File: src/rtl/arm_multicycle_ctrl_if.sv
// ----------------------------------------------------------------------------
// arm_multicycle_ctrl_if
//   Bundle between the multicycle ARM datapath and its control unit.
//   Instruction fields and ALU flags flow datapath -> controller.
//   Enables, mux selects and the debug state code flow controller -> datapath.
//   slave  : controller side (arm_multicycle_ctrl)
//   master : datapath side (or a testbench standing in for it)
// ----------------------------------------------------------------------------
interface arm_multicycle_ctrl_if;
    // instruction fields / ALU status
    logic [3:0] Cond;
    logic [1:0] Op;
    logic [5:0] Funct;
    logic [3:0] Rd;
    logic [3:0] ALUFlags;
    // control outputs
    logic       PCWrite;
    logic       MemWrite;
    logic       RegWrite;
    logic       IRWrite;
    logic       AdrSrc;
    logic [1:0] ResultSrc;
    logic       ALUSrcA;
    logic [1:0] ALUSrcB;
    logic [1:0] ImmSrc;
    logic [1:0] RegSrc;
    logic [1:0] ALUControl;
    logic [3:0] State;

    modport slave (
        input  Cond, Op, Funct, Rd, ALUFlags,
        output PCWrite, MemWrite, RegWrite, IRWrite, AdrSrc, ResultSrc,
               ALUSrcA, ALUSrcB, ImmSrc, RegSrc, ALUControl, State
    );

    modport master (
        output Cond, Op, Funct, Rd, ALUFlags,
        input  PCWrite, MemWrite, RegWrite, IRWrite, AdrSrc, ResultSrc,
               ALUSrcA, ALUSrcB, ImmSrc, RegSrc, ALUControl, State
    );
endinterface

File: src/rtl/arm_multicycle_ctrl.sv
// ----------------------------------------------------------------------------
// arm_multicycle_ctrl
//   Main control unit of the multicycle ARM core (data-processing, LDR/STR, B).
//   A Moore FSM sequences each instruction; architectural writes are gated by
//   the condition result latched when leaving DECODE; the NZCV register lives
//   here and is updated when leaving EXECR/EXECI.
// Ports:
//   clk    - rising-edge clock
//   reset  - asynchronous, active-low; forces FETCH, FLAGS_RESET, enables 0
//   bus    - arm_multicycle_ctrl_if.slave: Cond/Op/Funct/Rd/ALUFlags in,
//            all enables, mux selects, ImmSrc, RegSrc, ALUControl, State out
// ----------------------------------------------------------------------------
module arm_multicycle_ctrl #(
    parameter logic [3:0] FLAGS_RESET = 4'b0000
) (
    input  logic                 clk,
    input  logic                 reset,
    arm_multicycle_ctrl_if.slave bus
);

    localparam logic [3:0] S_FETCH  = 4'd0;
    localparam logic [3:0] S_DECODE = 4'd1;
    localparam logic [3:0] S_MEMADR = 4'd2;
    localparam logic [3:0] S_MEMRD  = 4'd3;
    localparam logic [3:0] S_MEMWB  = 4'd4;
    localparam logic [3:0] S_MEMWR  = 4'd5;
    localparam logic [3:0] S_EXECR  = 4'd6;
    localparam logic [3:0] S_EXECI  = 4'd7;
    localparam logic [3:0] S_ALUWB  = 4'd8;
    localparam logic [3:0] S_BRANCH = 4'd9;

    logic [3:0] state_q, state_d;
    logic [3:0] flags_q, flags_d;
    logic       cond_ex_q, cond_ex_d;

    // ------------------------------------------------------------------
    // State register (plus flags and latched condition)
    // ------------------------------------------------------------------
    always_ff @(posedge clk or negedge reset) begin
        if (!reset) begin
            state_q   <= S_FETCH;
            flags_q   <= FLAGS_RESET;
            cond_ex_q <= 1'b0;
        end else begin
            state_q   <= state_d;
            flags_q   <= flags_d;
            cond_ex_q <= cond_ex_d;
        end
    end

    // ------------------------------------------------------------------
    // Next-state logic
    // ------------------------------------------------------------------
    always_comb begin
        state_d = S_FETCH;
        case (state_q)
            S_FETCH:  state_d = S_DECODE;
            S_DECODE: begin
                case (bus.Op)
                    2'b00:   state_d = bus.Funct[5] ? S_EXECI : S_EXECR;
                    2'b01:   state_d = S_MEMADR;
                    2'b10:   state_d = S_BRANCH;
                    default: state_d = S_FETCH;   // undefined op: NOP
                endcase
            end
            S_MEMADR: state_d = bus.Funct[0] ? S_MEMRD : S_MEMWR;
            S_MEMRD:  state_d = S_MEMWB;
            S_EXECR,
            S_EXECI:  state_d = S_ALUWB;
            default:  state_d = S_FETCH;          // incl. illegal codes 10-15
        endcase
    end

    // ------------------------------------------------------------------
    // Condition check against the registered flags
    // ------------------------------------------------------------------
    logic flag_n, flag_z, flag_c, flag_v;
    logic cond_pass;

    assign {flag_n, flag_z, flag_c, flag_v} = flags_q;

    always_comb begin
        cond_pass = 1'b0;
        case (bus.Cond)
            4'b0000: cond_pass = flag_z;
            4'b0001: cond_pass = ~flag_z;
            4'b0010: cond_pass = flag_c;
            4'b0011: cond_pass = ~flag_c;
            4'b0100: cond_pass = flag_n;
            4'b0101: cond_pass = ~flag_n;
            4'b0110: cond_pass = flag_v;
            4'b0111: cond_pass = ~flag_v;
            4'b1000: cond_pass = flag_c & ~flag_z;
            4'b1001: cond_pass = ~flag_c | flag_z;
            4'b1010: cond_pass = (flag_n == flag_v);
            4'b1011: cond_pass = (flag_n != flag_v);
            4'b1100: cond_pass = ~flag_z & (flag_n == flag_v);
            4'b1101: cond_pass = flag_z | (flag_n != flag_v);
            4'b1110: cond_pass = 1'b1;
            default: cond_pass = 1'b0;
        endcase
    end

    // Gating is frozen at DECODE so flag updates by this same instruction
    // cannot change whether its own writeback happens.
    assign cond_ex_d = (state_q == S_DECODE) ? cond_pass : cond_ex_q;

    // ------------------------------------------------------------------
    // ALU command decode
    // ------------------------------------------------------------------
    logic [1:0] alu_ctrl_dec;
    logic       cmd_legal, is_cmp, is_arith;

    always_comb begin
        alu_ctrl_dec = 2'b00;
        cmd_legal    = 1'b1;
        is_cmp       = 1'b0;
        is_arith     = 1'b0;
        case (bus.Funct[4:1])
            4'b0100: begin alu_ctrl_dec = 2'b00; is_arith = 1'b1; end
            4'b0010: begin alu_ctrl_dec = 2'b01; is_arith = 1'b1; end
            4'b1010: begin alu_ctrl_dec = 2'b01; is_arith = 1'b1; is_cmp = 1'b1; end
            4'b0000: alu_ctrl_dec = 2'b10;
            4'b1100: alu_ctrl_dec = 2'b11;
            default: cmd_legal = 1'b0;
        endcase
    end

    logic in_exec;
    assign in_exec = (state_q == S_EXECR) || (state_q == S_EXECI);

    // CMP sets flags regardless of the S bit; logical ops leave C/V alone.
    always_comb begin
        flags_d = flags_q;
        if (in_exec && cond_ex_q && cmd_legal && (bus.Funct[0] || is_cmp)) begin
            flags_d[3:2] = bus.ALUFlags[3:2];
            if (is_arith)
                flags_d[1:0] = bus.ALUFlags[1:0];
        end
    end

    // ------------------------------------------------------------------
    // Moore outputs
    // ------------------------------------------------------------------
    logic       pc_write, mem_write, reg_write, ir_write;
    logic       adr_src, alu_src_a;
    logic [1:0] result_src, alu_src_b;
    logic       rd_is_pc, alu_wb_wr;

    assign rd_is_pc  = (bus.Rd == 4'd15);
    assign alu_wb_wr = cond_ex_q & cmd_legal & ~is_cmp;

    always_comb begin
        pc_write   = 1'b0;
        mem_write  = 1'b0;
        reg_write  = 1'b0;
        ir_write   = 1'b0;
        adr_src    = 1'b0;
        alu_src_a  = 1'b0;
        result_src = 2'b00;
        alu_src_b  = 2'b00;
        case (state_q)
            S_FETCH: begin
                ir_write   = 1'b1;
                pc_write   = 1'b1;
                alu_src_a  = 1'b1;
                alu_src_b  = 2'b10;
                result_src = 2'b10;
            end
            S_DECODE: begin
                alu_src_a  = 1'b1;
                alu_src_b  = 2'b10;
                result_src = 2'b10;
            end
            S_MEMADR: alu_src_b = 2'b01;
            S_MEMRD:  adr_src   = 1'b1;
            S_MEMWB: begin
                result_src = 2'b01;
                reg_write  = cond_ex_q;
                pc_write   = cond_ex_q & rd_is_pc;
            end
            S_MEMWR: begin
                adr_src   = 1'b1;
                mem_write = cond_ex_q;
            end
            S_EXECR: alu_src_b = 2'b00;
            S_EXECI: alu_src_b = 2'b01;
            S_ALUWB: begin
                reg_write = alu_wb_wr;
                pc_write  = alu_wb_wr & rd_is_pc;
            end
            S_BRANCH: begin
                alu_src_b  = 2'b01;
                result_src = 2'b10;
                pc_write   = cond_ex_q;
            end
            default: ;
        endcase
        // Enables are killed combinationally so nothing commits while reset
        // is held, even though the state already reads FETCH.
        if (!reset) begin
            pc_write  = 1'b0;
            mem_write = 1'b0;
            reg_write = 1'b0;
            ir_write  = 1'b0;
        end
    end

    assign bus.PCWrite    = pc_write;
    assign bus.MemWrite   = mem_write;
    assign bus.RegWrite   = reg_write;
    assign bus.IRWrite    = ir_write;
    assign bus.AdrSrc     = adr_src;
    assign bus.ResultSrc  = result_src;
    assign bus.ALUSrcA    = alu_src_a;
    assign bus.ALUSrcB    = alu_src_b;
    assign bus.ImmSrc     = bus.Op;
    assign bus.RegSrc     = {bus.Op == 2'b01, bus.Op == 2'b10};
    assign bus.ALUControl = in_exec ? alu_ctrl_dec : 2'b00;
    assign bus.State      = state_q;

endmodule

File: src/flat_wrapper.sv
// flat-port wrapper written by rule: the top's interface ports become plain ports
module arm_multicycle_ctrl_flat 
#(
    parameter logic [3:0] FLAGS_RESET = 4'b0000
)
  (clk, reset, bus_Cond, bus_Op, bus_Funct, bus_Rd, bus_ALUFlags, bus_PCWrite, bus_MemWrite, bus_RegWrite, bus_IRWrite, bus_AdrSrc, bus_ResultSrc, bus_ALUSrcA, bus_ALUSrcB, bus_ImmSrc, bus_RegSrc, bus_ALUControl, bus_State);
  arm_multicycle_ctrl_if bus_i ();
  input  logic clk;
  input  logic reset;
  input wire logic [$bits(bus_i.Cond)-1:0] bus_Cond;
  input wire logic [$bits(bus_i.Op)-1:0] bus_Op;
  input wire logic [$bits(bus_i.Funct)-1:0] bus_Funct;
  input wire logic [$bits(bus_i.Rd)-1:0] bus_Rd;
  input wire logic [$bits(bus_i.ALUFlags)-1:0] bus_ALUFlags;
  output wire logic [$bits(bus_i.PCWrite)-1:0] bus_PCWrite;
  output wire logic [$bits(bus_i.MemWrite)-1:0] bus_MemWrite;
  output wire logic [$bits(bus_i.RegWrite)-1:0] bus_RegWrite;
  output wire logic [$bits(bus_i.IRWrite)-1:0] bus_IRWrite;
  output wire logic [$bits(bus_i.AdrSrc)-1:0] bus_AdrSrc;
  output wire logic [$bits(bus_i.ResultSrc)-1:0] bus_ResultSrc;
  output wire logic [$bits(bus_i.ALUSrcA)-1:0] bus_ALUSrcA;
  output wire logic [$bits(bus_i.ALUSrcB)-1:0] bus_ALUSrcB;
  output wire logic [$bits(bus_i.ImmSrc)-1:0] bus_ImmSrc;
  output wire logic [$bits(bus_i.RegSrc)-1:0] bus_RegSrc;
  output wire logic [$bits(bus_i.ALUControl)-1:0] bus_ALUControl;
  output wire logic [$bits(bus_i.State)-1:0] bus_State;
  assign bus_i.Cond = bus_Cond;
  assign bus_i.Op = bus_Op;
  assign bus_i.Funct = bus_Funct;
  assign bus_i.Rd = bus_Rd;
  assign bus_i.ALUFlags = bus_ALUFlags;
  assign bus_PCWrite = bus_i.PCWrite;
  assign bus_MemWrite = bus_i.MemWrite;
  assign bus_RegWrite = bus_i.RegWrite;
  assign bus_IRWrite = bus_i.IRWrite;
  assign bus_AdrSrc = bus_i.AdrSrc;
  assign bus_ResultSrc = bus_i.ResultSrc;
  assign bus_ALUSrcA = bus_i.ALUSrcA;
  assign bus_ALUSrcB = bus_i.ALUSrcB;
  assign bus_ImmSrc = bus_i.ImmSrc;
  assign bus_RegSrc = bus_i.RegSrc;
  assign bus_ALUControl = bus_i.ALUControl;
  assign bus_State = bus_i.State;
  arm_multicycle_ctrl #(.FLAGS_RESET(FLAGS_RESET)) u_core (.clk(clk), .reset(reset), .bus(bus_i));
endmodule
File: config.mk
export PLATFORM = sky130hd
export DESIGN_NAME = arm_multicycle_ctrl_flat
export DESIGN_NICKNAME = d
export VERILOG_FILES = /design/src/rtl/arm_multicycle_ctrl_if.sv /design/src/rtl/arm_multicycle_ctrl.sv /design/src/flat_wrapper.sv
export SDC_FILE = /design/constraint.sdc
export NUM_CORES = 1
export LEC_CHECK = 0
export CORE_MARGIN = 1
export CORE_UTILIZATION = 40
export DETAILED_ROUTE_END_ITERATION = 8
export PLACE_DENSITY = 0.79
export SETUP_SLACK_MARGIN = 0.3
export SLEW_MARGIN = 25
export SYNTH_ARGS = -nofsm -noshare
export SYNTH_HDL_FRONTEND = slang
export SYNTH_SLANG_ARGS = --single-unit
File: constraint.sdc
create_clock -name clk -period 1.9 [get_ports clk]
set_input_delay 0.19 -clock clk [delete_from_list [all_inputs] [get_ports clk]]
set_output_delay 0.19 -clock clk [all_outputs]
set_load 0.03 [all_outputs]
; ---- Word level (Yosys, flattened, before mapping)
; Cells that the tools add are included.
[classes]
eq_ne = 32
mux = 22
reduce_logical = 18
bitwise_logic = 13
[ops]
columns = operator, count
row1 = "== test 4 bit, second input constant", 12
row2 = "== test 4 x 3 -> 1 bit, second input constant", 9
row3 = "== test 4 x 2 -> 1 bit, second input constant", 5
row4 = one-hot mux 4 bit (5 select lines), 1
row5 = one-hot mux 1 bit (15 select lines), 1
row6 = zero test 4 bit, 3
row7 = 2-to-1 mux 1 bit, 12
row8 = one-hot mux 4 bit (3 select lines), 1
row9 = OR reduction 3 bit, 3
row10 = "== test 4 x 1 -> 1 bit, second input constant", 2
row11 = one-hot mux 2 bit (2 select lines), 2
row12 = OR reduction 2 bit, 4
row13 = AND 1 bit, 6
row14 = one-hot mux 2 bit (3 select lines), 1
row15 = NOT 1 bit, 5
row16 = OR reduction 5 bit, 1
row17 = one-hot mux 1 bit (4 select lines), 1
row18 = logical AND 1 bit, 3
row19 = 2-to-1 mux 3 bit, 1
row20 = "== test 2 x 1 -> 1 bit, second input constant", 1
row21 = "== test 2 bit, second input constant", 1
row22 = zero test 2 bit, 1
row23 = logical OR 1 bit, 2
row24 = 2-to-1 mux 2 bit, 1
row25 = 5 further kinds, 6
[totals]
ff_bits = 9
inputBits = 22

; ---- Logic depth before layout (Yosys ltp)
; Gate-level depths: netlist (run 1).
[depth]
word_depth = 8
ltp_mapped = 5

; ---- Least setup slack after synthesis (run 1)
; OpenSTA, ideal clock, no wires.
[synth_timing]
path_kind = flip-flop to output port
startpoint = register u_core.state_q[3], in the netlist u_core.bus.State[3]
endpoint = output port bus_PCWrite
path_stages_with_launch = 5
arrival_time_ps = 1846
required_time_ps = 1710
setup_slack_ps = -136
cell_sequence = dfrtp_1 nor3b_1 a31oi_1 or4_1 a21boi_1
[synth_between]
elab_chain_cells = 3
word_cells_on_any_way = 6
[synth_lines]
columns = element, line_no
row1 = "start, declared", arm_multicycle_ctrl.sv:32  ; logic [3:0] state_q, state_d;
row2 = "start signal, assigned", arm_multicycle_ctrl.sv:45  ; state_q <= state_d;
row3 = "== test 4 bit, or another cell as far along", arm_multicycle_ctrl.sv:162  ; case (state_q)
row4 = one-hot mux 1 bit (4 select lines) *, arm_multicycle_ctrl.sv:162
row5 = 2-to-1 mux 1 bit *, arm_multicycle_ctrl.sv:201  ; if (!reset) begin
row6 = "end, declared", flat_wrapper.sv:15  ; output wire logic [$bits(bus_i.PCWrite)-1:0] bus_PCWrite;
; Mark *: on every way between the ends. The rest lies on a longest branch, timed or not.

; ---- Worst setup path in the final report (run 1)
[layout_timing]
startpoint = register u_core.state_q[2], in the netlist u_core.bus.State[2]
endpoint = output port bus_PCWrite
; Same word-level chain as after synthesis.

==> results, run 1 <==
- The run finished, with violations left.
- The final reports fail on setup timing.
- For this design the static power due to leakage is 0.731 nW.
- Entering global routing, the biggest net connects 13 pins.
- The chip width is 48.8 µm.
- The repair_antennas step left the layout with diodes totalling 0.
- The share of the Yosys chip area taken by registers is 0.257.
- STA classifies the critical path endpoint as an output port.
- Together, buffers and inverters on the worst path number 1.
- The kind of start point of the critical path is a register.
- For this block, the routed nets add up to 3.01 mm of wire.
- The smallest setup slack after layout is -0.110 ns.
- The count of buffers added on input and output ports is 41.
- The clock tree root buffer cell is clkbuf_4.
- The delay of the slowest cell on the worst path is 0.46 ns.
- In this run the standard cell core region covers 2000 µm².
- The number of failing hold endpoints at the final stage is 0.
- The maximum clock insertion buffer count is 2.
- The maximum fanout along the worst path is 5.
- For this configuration, the core starts out at a cell density of 0.438.
- Setup repair after global routing could not meet its margin everywhere.
- The minimum clock period is 2.01 ns.
- The via count of the first global-routing pass came to 1051.
- The slew of the pin with the lowest slew margin is 0.468 ns.
- The overall die area is 2380 µm².
- The worst pin sits at a relative slew slack of 0.687.
- When the netlist entered floorplanning its net count stood at 130.
- Traced cell by cell, the critical path runs through nor3b_4, a31oi_2, or4_4, a21boi_4, buf_6.
- The total power after layout is 2.31 mW.
- The critical path class is register to output port.
- The predominant post-synthesis flop cell is dfrtp_1.
- The number of nets still failing antenna checks after routing is 0.
- In the final routed layout, each cell accounts on average for 15.7 µm.
- The synthesized design contains 0 enable-type register cells.
- The setup TNS is -0.145 ns.
- The worst setup skew after layout is 0.00482 ns.
- The post-synthesis cell type with the largest combined area is dfrtp_1.
- The number of setup violations in the final report is 2.
- In the routed design, unresolved DRC markers number 0.
- The required time at the endpoint of the critical path is 1.71 ns.
- The HPWL after detailed placement is 2.01 mm.
- The insertion delay of the later-clocked pin in the worst-skew pair is 0.26 ns.
- Of the post-synthesis cell area, the dominant cell type holds 0.257.
- The standard-cell row count is 16.
- The tool flagged a number of max-cap violations equal to 0.
- The area growth from synthesis to layout is 87.2%.
- The number of detailed-routing iterations run before antenna repair is 4.
- The clock tree from TritonCTS is done.
- In this run the number of H-tree levels came out at 1.
- The number of storage elements in the synthesis netlist is 9.
- Across every metal layer, demand over resource in global routing totals 0.254.
- Once layout is complete, the utilization of the core stands at 0.820.
- Pin placement for this block handled 42 I/O pins.
- The number of clock sinks is 9.
- After detailed routing, the number of vias per cell comes to 5.54.
- The peak clock frequency supported by timing is 0.498 GHz.
- The cell with the biggest individual delay on the critical path is dfrtp_2.
- Summing every instance area after synthesis gives 877 µm².
- The first global-routing pass estimated 4.70 mm of wire.
- Yosys printed 0 warnings.
- The vertical extent of the die is 48.8 µm.
- The number of max-slew violations in the final report is 0.
- The congestion estimate from routability-driven global placement came to 0.813.
- After clock tree synthesis, the flow added hold-fix buffers numbering 0.
- TritonCTS created 3 clock buffers.
- VDD sags by at most 1.40 mV.
- Averaged over all synthesized cells, the footprint is 8.12 µm².
- The number of antenna violations at the first check in global routing is 0.
- Clock-pin slew was measured on the worst setup and hold paths at 0.06 ns.
- The classification of the worst-slack hold path is primary input to async pin.
- The gate count of the mapped netlist is 108.
- The power density over the cells is 1410 nW/µm².
- The detailed router placed 1064 vias in this run.
- Of the cells placed in the final design, the portion with a size suffix greater than 1 is 0.418.
- The violation count after the first detailed-routing iteration is 23.
- The post-synthesis cell type count is 42.
- The final period utilization is 1.06.
- The post-layout net count is 188.
- By area the synthesized netlist is led by dfrtp_1, nor3_1, mux2_1.
- The total congestion overflow after global routing is 0.
- Of all flip-flops after synthesis, the portion carrying an async set or reset was 1.00.
- On the critical path the largest part of the delay comes from simple AND/OR/NAND/NOR gates.
- The arrival time at the worst endpoint is 1.82 ns.
-- flip-flops by register name (all words and copies together), names as in the netlist --
| name | flops |
|---|---|
| u_core.bus.State | 4 |
| u_core.flags_q | 4 |
| u_core.cond_ex_q | 1 |
-- synthesized netlist by cell type (2+ instances only) --
library cell,number
a21boi_1,2
a21oi_1,4
a31oi_1,2
buf_4,2
clkbuf_1,6
dfrtp_1,9
inv_1,3
mux2_1,4
mux2i_1,3
nand2_1,5
nand2b_1,6
nand3_1,6
nand3b_1,3
nor2_1,5
nor2b_1,4
nor3_1,10
nor3b_1,2
o21ai_0,4
xnor2_1,3
xor2_1,3
-- through the flow --
stage                     instances  cell area, µm²  hold slack (ns)  setup WS, ns
after floorplan                 108             951           -0.106         0.123
after global placement          182            1450            0.559       -0.0739
after detailed placement        182            1450            0.570        -0.119
after CTS                       191            1570            0.365      -0.00382
after global routing            192            1640            0.402        -0.170
final                           192            1640            0.361        -0.110
-- worst register-to-register path, stage by stage (launching register included) --
cell	delay (ns)
dfrtp_2	0.45
buf_4	0.16
nand2b_4	0.07
or3_4	0.36
and4bb_2	0.36
mux2_4	0.31
-- repair_timing --
| item | CTS | global route |
|---|---|---|
| gates resized for setup | 49 | 24 |
| pin swaps | 2 | 0 |
| endpoints found under the setup margin | 21 | 19 |
| setup buffers | 5 | 1 |
-- placed cells by master, fill, tap and decap left out, types with 2 or more instances in the layout --
cell type / count
clkdlybuf4s50_1: 20
dlymetal6s2s_1: 2
inv_2: 2
nand3b_1: 3
xnor2_1: 2
buf_4: 23
nand3_1: 6
dfrtp_1: 5
clkbuf_4: 3
nand2_1: 5
nor2_1: 3
mux2_4: 3
a21oi_1: 3
xor2_1: 3
nor3_2: 5
nor3b_4: 2
dlygate4sd2_1: 7
dfrtp_2: 4
nand2b_4: 2
o21ai_0: 4
nor3_1: 4
nand2b_1: 4
mux2i_1: 3
buf_2: 2
buf_6: 6
nor2b_1: 4
-- cell type report --
| type | count | area (µm²) |
|---|---|---|
| Tap cell | 27 | 33.8 |
| Multi-Input combinational cell | 87 | 778 |
| Sequential cell | 9 | 230 |
| Timing Repair Buffer | 62 | 562 |
| Clock buffer | 4 | 26.3 |
| Inverter | 3 | 11.3 |
| Fill cell | 132 | 360 |
-- worst paths after layout --
check | from | slack, ns | to | depth (start not counted)
max | u_core.bus.State[2]$_DFF_PN0_ | -0.11 | bus_PCWrite | 5
min | reset | 0.36 | u_core.cond_ex_q$_DFFE_PN0P_ | 2
max reg2reg | u_core.bus.State[2]$_DFF_PN0_ | 0.08 | u_core.flags_q[0]$_DFFE_PN0P_ | 5
min reg2reg | u_core.flags_q[0]$_DFFE_PN0P_ | 0.60 | u_core.flags_q[0]$_DFFE_PN0P_ | 1
max in group asynchronous | reset | 1.39 | u_core.bus.State[2]$_DFF_PN0_ | 2
min in group clk | bus_ALUFlags[2] | 0.52 | u_core.flags_q[2]$_DFFE_PN0P_ | 2
-- routing by layer --
| metal | routed length, µm | global-route usage | up-vias |
|---|---|---|---|
| met3 | 158 | 0.0654 | 9 |
| met5 | 0 | 0 | - |
| met4 | 67 | 0.0882 | 0 |
| li1 | - | - | 513 |
| met2 | 1540 | 0.454 | 40 |
| met1 | 1240 | 0.290 | 502 |
-- where the power goes --
| group | switching [mW] | total, mW | internal [mW] |
|---|---|---|---|
| Combinational | 0.933 | 1.74 | 0.809 |
| Sequential | 0.147 | 0.417 | 0.270 |
| Clock | 0.0691 | 0.150 | 0.0810 |
| Total | 1.15 | 2.31 | 1.16 |
-- kinds of logic after synthesis --
family                 count (synthesis)  synth area share
flip-flops                             9             0.257
AND/OR/NAND/NOR                       52             0.367
multiplexers                           7            0.0856
buffers and inverters                 12            0.0613
XOR/XNOR                               6            0.0599
AO/OA/AOI/OAI                         22             0.170
Power figures use the tool's default switching activity.
==> inputs of run 2 (changes only) <==
==> constraint.sdc (replaced) <==
create_clock -name clk -period 1.9 [get_ports clk]
set_input_delay 0.57 -clock clk [delete_from_list [all_inputs] [get_ports clk]]
set_output_delay 0.57 -clock clk [all_outputs]
set_load 0.03 [all_outputs]
==> run 2 against run 1 <==
Compared with the run above:
- the flow still finishes with violations (setup timing)
- global-route usage increased by 8.2 points
- non-clock buffer count up 19
- first-iteration DRC count rose to 3.2 times the previous value
- count of clock-buffer cells in the layout is 1 lower
- worst setup slack worse by 0.39 ns
- clock power grew 10%
- critical path depth unchanged
- die area unchanged
- sequential cell count stayed put
==> results, run 2 (synthesis results as in run 1) <==
- The number of buffers added on ports is 41 (unchanged).
- The peak clock frequency supported by timing was 0.417 GHz (was 0.498 GHz).
- Failing checks: setup timing (unchanged).
- The critical path class is register to output port (unchanged).
- The clock transition at the registers of the reported paths is 0.07 ns (was 0.06 ns).
- The DRC violation count after routing is 0 (unchanged).
- The post-layout net count was 207 (was 188).
- The setup TNS is -4.10 ns (was -0.145 ns).
- The maximum clock insertion buffer count was 2 (unchanged).
- The maximum level of the CTS H-tree is 1 (unchanged).
- The via count of the first global-routing pass was 1217 (was 1051).
- The startpoint of the most critical setup path is u_core.bus.State[2]$_DFF_PN0_ (unchanged).
- The final cell utilization of the core is 0.938 (was 0.820).
- The top-level port count is 42 (unchanged).
- The max-capacitance violation count came to 0 (unchanged).
- The power density over the cells is 1560 nW/µm² (was 1410 nW/µm²).
- The pin count of the biggest net entering global routing was 16 (was 13).
- The core box area came to 2000 µm² (unchanged).
- The global-route wire length before repair came to 5.95 mm (was 4.70 mm).
- The clock tree root buffer cell is clkbuf_4 (unchanged).
- The kind of start point of the critical path is a register (unchanged).
- The minimum clock period was 2.40 ns (was 2.01 ns).
- The detailed-route wire length per cell is 22.8 µm (was 15.7 µm).
- The arrival time at the worst endpoint was 1.83 ns (was 1.82 ns).
- The number of detailed-routing iterations run before antenna repair is 4 (unchanged).
- The total congestion overflow after global routing is 0 (unchanged).
- Setup repair after global routing missed its margin: true (unchanged).
- The total routing resource utilization after global routing is 0.336 (was 0.254).
- The maximum fanout along the worst path is 3 (was 5).
- The standard-cell row count is 16 (unchanged).
- The number of max-slew violations in the final report is 0 (unchanged).
- The insertion delay of the later-clocked pin in the worst-skew pair is 0.28 ns (was 0.26 ns).
- The clock buffer count from CTS came to 3 (unchanged).
- The total power after layout was 2.93 mW (was 2.31 mW).
- The worst setup skew after layout came to 0.00370 ns (was 0.00482 ns).
- The number of nets still failing antenna checks after routing is 0 (unchanged).
- The final weighted congestion of routability-driven global placement came to 0.811 (was 0.813).
- The via count was 1323 (was 1064).
- The required time at the endpoint of the critical path is 1.33 ns (was 1.71 ns).
- The source of the worst register-to-register timing path is u_core.bus.State[2]$_DFF_PN0_ (unchanged).
- The number of failing hold endpoints at the final stage came to 0 (unchanged).
- The worst hold slack after final layout is 0.464 ns (was 0.361 ns).
- The area growth from synthesis to layout came to 114% (was 87.2%).
- The number of hold buffers added after cts is 0 (unchanged).
- The chip width is 48.8 µm (unchanged).
- The violation count after the first detailed-routing iteration came to 73 (was 23).
- The worst voltage drop across the vdd grid was 1.47 mV (was 1.40 mV).
- The initial standard-cell utilization of the core is 0.438 (unchanged).
- The cell leakage power was 0.845 nW (was 0.731 nW).
- The overall die area is 2380 µm² (unchanged).
- The number of clock sinks came to 9 (unchanged).
- The endpoint kind of the worst setup timing path is an output port (unchanged).
- The slew of the pin with the lowest slew margin was 0.363 ns (was 0.468 ns).
- Top library cells by usage in the layout, fill and taps aside: buf_4, buf_6, clkdlybuf4s50_1, dlygate4sd2_1 (was buf_4, clkdlybuf4s50_1, dlygate4sd2_1).
- The classification of the worst-slack hold path is primary input to async pin (unchanged).
- The half-perimeter wire length of the detailed placement result is 2.24 mm (was 2.01 mm).
- The vertical extent of the die is 48.8 µm (unchanged).
- The number of antenna violations at the first check in global routing came to 0 (unchanged).
- The number of vias per cell after detailed routing came to 6.27 (was 5.54).
- The most common library cell in the layout ignoring fill and taps is buf_4 (unchanged).
- The count of inserted antenna diode cells is 0 (unchanged).
- The clock tree from TritonCTS is done (unchanged).
- The smallest setup slack after layout is -0.499 ns (was -0.110 ns).
- Status: finished, violations left (unchanged).
- The headroom to the max-slew limit is 0.751 (was 0.687).
- The number of setup violations in the final report came to 16 (was 2).
- The fraction of final layout cells with drive strength greater than 1 was 0.582 (was 0.418).
- The count of filler cells inserted in the layout is 65 (was 132).
- The final period utilization came to 1.26 (was 1.06).
- The final routed wirelength across all metal layers is 4.81 mm (was 3.01 mm).
## run 2: changes by cell type in the layout (fill, tap and decap cells not counted), sizes merged
cell,previous run,this run
buf,32,65
clkdlybuf4s15,0,2
clkinv,0,1
clkdlybuf4s50,20,7
clkbuf,5,3
dlymetal6s2s,2,0
## run 2: worst max-delay path, stage by stage (launching register included)
cell and delay [ns]:
dfrtp_2 0.44, nor3b_4 0.23, a31oi_4 0.12, or4_4 0.45, a21boi_4 0.16, buf_6 0.15
## run 2: path summary, 6_finish.rpt
path	endpoint	slack (ns)	cells after the start
max	bus_PCWrite	-0.50	5
min	u_core.bus.State[2]$_DFF_PN0_	0.46	2
max reg2reg	u_core.flags_q[2]$_DFFE_PN0P_	-0.23	9
min reg2reg	u_core.flags_q[0]$_DFFE_PN0P_	0.62	1
max in group asynchronous	u_core.bus.State[0]$_DFF_PN0_	1.29	2
min in group clk	u_core.flags_q[0]$_DFFE_PN0P_	0.62	1
## run 2: stage by stage
stage          setup slack [ns]  area, µm²  cells
2_1_floorplan            -0.177       1020    108
3_3_place_gp             -0.783       1570    194
3_5_place_dp             -0.823       1570    194
4_1_cts                  -0.384       1780    205
5_1_grt                  -0.537       1880    211
6_report                 -0.499       1880    211
## run 2: cell type report
class / instances / area [µm²] / area share
well taps: 27 / 33.8 / 0.0180
flip-flops and latches: 9 / 230 / 0.123
clock inverters: 1 / 5.00 / 0.00267
repair buffers: 81 / 727 / 0.387
multi-input cells: 87 / 842 / 0.449
clock buffers: 3 / 22.5 / 0.0120
inverters: 3 / 16.3 / 0.00867
## run 2: metal layers
| layer | vias up | track usage | part of all wire |
|---|---|---|---|
| met4 | 0 | 0.172 | 0.061 |
| met3 | 36 | 0.0685 | 0.090 |
| met5 | - | 0 | 0 |
| met1 | 629 | 0.370 | 0.35 |
| met2 | 105 | 0.604 | 0.50 |
| li1 | 553 | - | - |
## run 2: power by group
group	leakage, nW	total, mW	switching, mW	internal (mW)
registers	0.113	0.381	0.111	0.270
clock network	0.0177	0.165	0.0863	0.0784
logic	0.715	2.38	1.27	1.11
## run 2: what timing repair did
action                     4_1_cts  5_1_grt
pin swaps                       10        3
setup endpoints to repair       25       22
hold endpoints to repair         0        0
resized for setup               96       10
setup buffers                    7        6
==> inputs of run 3 (changes only) <==
Settings changed: CORE_UTILIZATION 40 to 42, CTS_BUF_LIST from default to sky130_fd_sc_hd__clkbuf_8, PLACE_DENSITY 0.79 to 0.82.
==> run 3 against run 2 <==
Compared with the run above:
- the flow now stops in global routing
- synthesized cell count unchanged
- area after synthesis unchanged
==> results, run 3 <==
- The placed instance count was 193 (was 194).
- The share of flip-flops with an asynchronous set or reset after synthesis came to 1.00 (unchanged).
- The final weighted congestion of routability-driven global placement is 0.892 (was 0.811).
- The chip width is 47.7 µm (was 48.8 µm).
- The clock buffer count from CTS is 3 (unchanged).
- The flow stopped in global routing.
- The netlist area before placement came to 877 µm² (unchanged).
- The top-level port count is 42 (unchanged).
- The gate count of the mapped netlist is 108 (unchanged).
- The count of flip-flops with a built-in enable after synthesis is 0 (unchanged).
- The placed standard-cell area came to 1560 µm² (was 1570 µm²).
- The standard-cell row count is 16 (unchanged).
- The number of clock sinks is 9 (unchanged).
- The worst endpoint pin kind is a top-level output.
- The post-synthesis cell type with the largest combined area is dfrtp_1 (unchanged).
- The pin count of the biggest net entering global routing is 16.
- The tool reported: "[ERROR DPL-0038] Utilization greater than 100%, impossible to legalize".
- The vertical extent of the die is 47.7 µm (was 48.8 µm).
- Status: aborted with a tool error (was finished, violations left).
- The maximum level of the CTS H-tree is 1 (unchanged).
- The most common cell in the synthesized netlist is nor3_1 (unchanged).
- The predominant post-synthesis flop cell was dfrtp_1 (unchanged).
- The net count after synthesis was 130 (unchanged).
- The sequential area share after synthesis is 0.257 (unchanged).
- The last worst endpoint in the global-route repair_timing is bus_PCWrite.
- The average footprint of a synthesized cell is 8.12 µm² (unchanged).
- Synth top cells by count: nor3_1, dfrtp_1, clkbuf_1, nand2b_1, nand3_1 (unchanged).
- The half-perimeter wire length of the detailed placement result came to 2.23 mm (was 2.24 mm).
- The clock tree root buffer cell is clkbuf_8 (was clkbuf_4).
- The number of warnings issued by yosys came to 0 (unchanged).
- The maximum clock insertion buffer count was 2 (unchanged).
- Cell types with the largest area share after synthesis: dfrtp_1, nor3_1, mux2_1 (unchanged).
- The post-synthesis cell type count is 42 (unchanged).
- The share of the synthesized area in the top cell type is 0.257 (unchanged).
- The number of storage elements in the synthesis netlist is 9 (unchanged).
- The initial standard-cell utilization of the core is 0.447 (was 0.438).
- The number of buffers added on ports was 41 (unchanged).
## run 3: kinds of logic after synthesis
family / Yosys count / share of synthesized area
flops: 9 / 0.257
buf+inv: 12 / 0.0613
compound gates: 22 / 0.170
simple gates: 52 / 0.367
mux: 7 / 0.0856
xor+xnor: 6 / 0.0599
## run 3: metrics by stage
stage          utilization  TNS [ns]  setup slack, ns
2_1_floorplan            -    -0.552           -0.177
3_5_place_dp         0.795     -5.70           -0.807
4_1_cts              0.955     -2.13           -0.401
3_3_place_gp         0.795     -5.39           -0.780
## run 3: repair_timing
action,in CTS
setup buffers,16
gates resized for setup,95
hold buffers,0
pin swaps,13
endpoints found under the setup margin,25
cloned,0
==> inputs of run 4 (changes only) <==
Settings changed: CORE_AREA from default to 2 2 63 65, CORE_MARGIN 1 to default, CORE_UTILIZATION 42 to default, CTS_BUF_LIST sky130_fd_sc_hd__clkbuf_8 to default, DIE_AREA from default to 0 0 65 67, PLACE_DENSITY 0.82 to default, PLACE_DENSITY_LB_ADDON from default to 0.15, SETUP_SLACK_MARGIN 0.3 to default.
==> run 4 against run 3 <==
Compared with the run above:
- the flow now finishes, with violations (setup timing)
==> results, run 4 (synthesis results as in run 1) <==
- Status: finished, violations left (was aborted with a tool error).
- The checks that failed: setup timing.
- The area growth from synthesis to layout is 109%.
- The clock tree root buffer cell is clkbuf_8 (unchanged).
- In this run the power spent charging and discharging nets is 1.19 mW.
- The floorplan step defined a core boundary enclosing 3610 µm².
- The number of buffers and inverters on the critical path is 2.
- The number of clock sinks is 9 (unchanged).
- The maximum fanout along the worst path is 2.
- Among all stages on the critical path, the largest delay is contributed by or4_4.
- The power density over the cells is 1410 nW/µm².
- The worst setup skew after layout is 0.00249 ns.
- The worst setup path is captured at an output port.
- The count of filler cells inserted in the layout is 348.
- The fraction of final layout cells with drive strength greater than 1 is 0.511.
- The later pin in the worst-skew pair is clocked with a latency of 0.23 ns.
- The clock transition at the registers of the reported paths is 0.04 ns.
- The clock buffer count from CTS is 3 (unchanged).
- Setup repair after global routing could not meet its margin everywhere.
- After global routing the overflow that remains totals 0.
- The first global-routing pass estimated 4.84 mm of wire.
- The dominant cell type by count on the critical path is buf_6.
- For this run, design rule violations remaining after detail routing come to 0.
- The number of antenna violations at the first check in global routing came to 0.
- The worst voltage drop across the vdd grid is 0.450 mV.
- The category of cells accounting for the largest share of critical-path delay is simple AND/OR/NAND/NOR gates.
- The via count is 1093.
- The vertical extent of the die is 67 µm (was 47.7 µm).
- Of the total power, combinational logic draws 0.777.
- Of the total power, the share spent switching nets is 0.462.
- The delay of the slowest cell on the worst path is 0.44 ns.
- The slew of the pin with the lowest slew margin is 0.313 ns.
- The final weighted congestion of routability-driven global placement came to 0.894 (was 0.892).
- The worst setup slack before clock tree synthesis is -0.800 ns (was -0.807 ns).
- The instance count on the critical path is 6.
- Data arrives at the worst endpoint at 1.69 ns.
- The post-layout net count is 205.
- For this run, the detailed router's first-pass iteration total came to 4.
- In the final timing run, aggregate negative setup slack is -2.29 ns.
- STA classifies the critical path startpoint as a primary input.
- The number of failing hold endpoints at the final stage is 0.
- The top cell types in the final layout, fill and taps aside, are buf_4, buf_6, clkdlybuf4s50_1.
- The chip width is 65 µm (was 47.7 µm).
- Once detail routing completed, the nets flagged for antenna violations numbered 0.
- The cell leakage power is 0.820 nW.
- The placed instance count is 217 (was 193).
- The share of total power dissipated in the clock network is 0.084.
- The overall die area is 4360 µm².
- The count of inserted antenna diode cells is 0.
- The classification of the worst-slack hold path is primary input to async pin.
- The initial standard-cell utilization of the core is 0.243 (was 0.447).
- The standard-cell row count is 22 (was 16).
- The headroom to the max-slew limit is 0.791.
- Counting I/O delays and the setup requirement, the final critical path takes 2.26 ns.
- The number of buffers added on ports is 41 (unchanged).
- The number of vias per cell after detailed routing is 4.75.
- The half-perimeter wire length of the detailed placement result is 2.34 mm (was 2.23 mm).
- The most common library cell in the layout ignoring fill and taps is buf_4.
- Of the total power, registers draw 0.139.
- Entering global routing, the biggest net connects 11 pins.
- The smallest setup slack after layout is -0.364 ns.
- The number of setup violations in the final report is 11.
- The maximum level of the CTS H-tree came to 1 (unchanged).
- After detailed routing, the average wire length per cell comes to 13.0 µm.
- The internal power contribution is 1.39 mW.
- The top-level port count is 42 (unchanged).
- The number of max-slew violations in the final report is 0.
- The critical path class is primary input to output port.
- Hold timing on the final database bottoms out at a slack of 0.473 ns.
- The violation count after the first detailed-routing iteration is 13.
- Counting cells, the worst reg-to-reg path comes to 5.
- The final cell utilization of the core is 0.507.
- Static timing analysis puts the maximum clock frequency at 0.442 GHz.
- The clock tree from TritonCTS is done.
- The maximum clock insertion buffer count was 2 (unchanged).
- The via count of the first global-routing pass is 1062.
- Excluding fillers, the count of instances in the completed layout stands at 230.
- At the worst endpoint, the required time is 1.33 ns.
- The number of hold buffers added after cts is 0 (unchanged).
- The max-capacitance violation count is 0.
- The final routed wirelength across all metal layers is 2.98 mm.
- Across every metal layer, demand over resource in global routing totals 0.140.
- Walking the worst path, the cells encountered are buf_6, nor3b_2, a31oi_2, or4_4, a21boi_4, buf_6.
- In the finished design, the share of the clock period the worst path needs comes to 1.19.
run 4: final timing paths:
check | startpoint | endpoint | slack [ns]
max | bus_Funct[1] | bus_PCWrite | -0.36
min | reset | u_core.bus.State[3]$_DFF_PN0_ | 0.47
max reg2reg | u_core.bus.State[3]$_DFF_PN0_ | u_core.flags_q[1]$_DFFE_PN0P_ | 0.03
min reg2reg | u_core.flags_q[2]$_DFFE_PN0P_ | u_core.flags_q[2]$_DFFE_PN0P_ | 0.59
max in group asynchronous | reset | u_core.bus.State[1]$_DFF_PN0_ | 1.28
min in group clk | u_core.flags_q[2]$_DFFE_PN0P_ | u_core.flags_q[2]$_DFFE_PN0P_ | 0.59
run 4: layout make-up:
cell class	instances	area, µm²	area share
multi-input combinational	87	790	0.432
timing repair buffer	79	694	0.380
sequential	9	229	0.125
tap	48	60.1	0.0328
clock buffer	4	45.0	0.0246
inverter	3	11.3	0.00616
run 4: layer usage:
layer	GRT usage	wire length (µm)	vias to the layer above
li1	-	-	550
met1	0.197	1380	524
met2	0.229	1500	19
met3	0.0203	100	0
met4	0.0239	0	0
met5	0	0	-
run 4: stage by stage:
stage          power [mW]  cell area, µm²
3_3_place_gp         1.97            1580
4_1_cts              2.41            1740
2_1_floorplan        1.32             978
6_report             2.57            1830
5_1_grt              2.74            1830
3_5_place_dp         1.99            1580
run 4: worst register-to-register path: stages (launching register included):
cell	delay [ns]
dfrtp_2	0.43
buf_6	0.13
nand2b_4	0.13
or3_4	0.37
and4bb_2	0.37
mux2_4	0.31
run 4: power groups by stage:
stage                     registers [mW]  clock network, mW  logic [mW]
after floorplan                    0.424                  0       0.899
after global placement             0.357                  0        1.62
after CTS                          0.357              0.222        1.83
after detailed placement           0.361                  0        1.63
after global routing               0.367              0.235        2.14
final                              0.358              0.215        2.00
run 4: what timing repair did:
| item | 4_1_cts | 5_1_grt |
|---|---|---|
| pin swaps | 10 | 6 |
| buffers inserted | 7 | 4 |
| endpoints found under the setup margin | 19 | 18 |
| resized for setup | 48 | 18 |
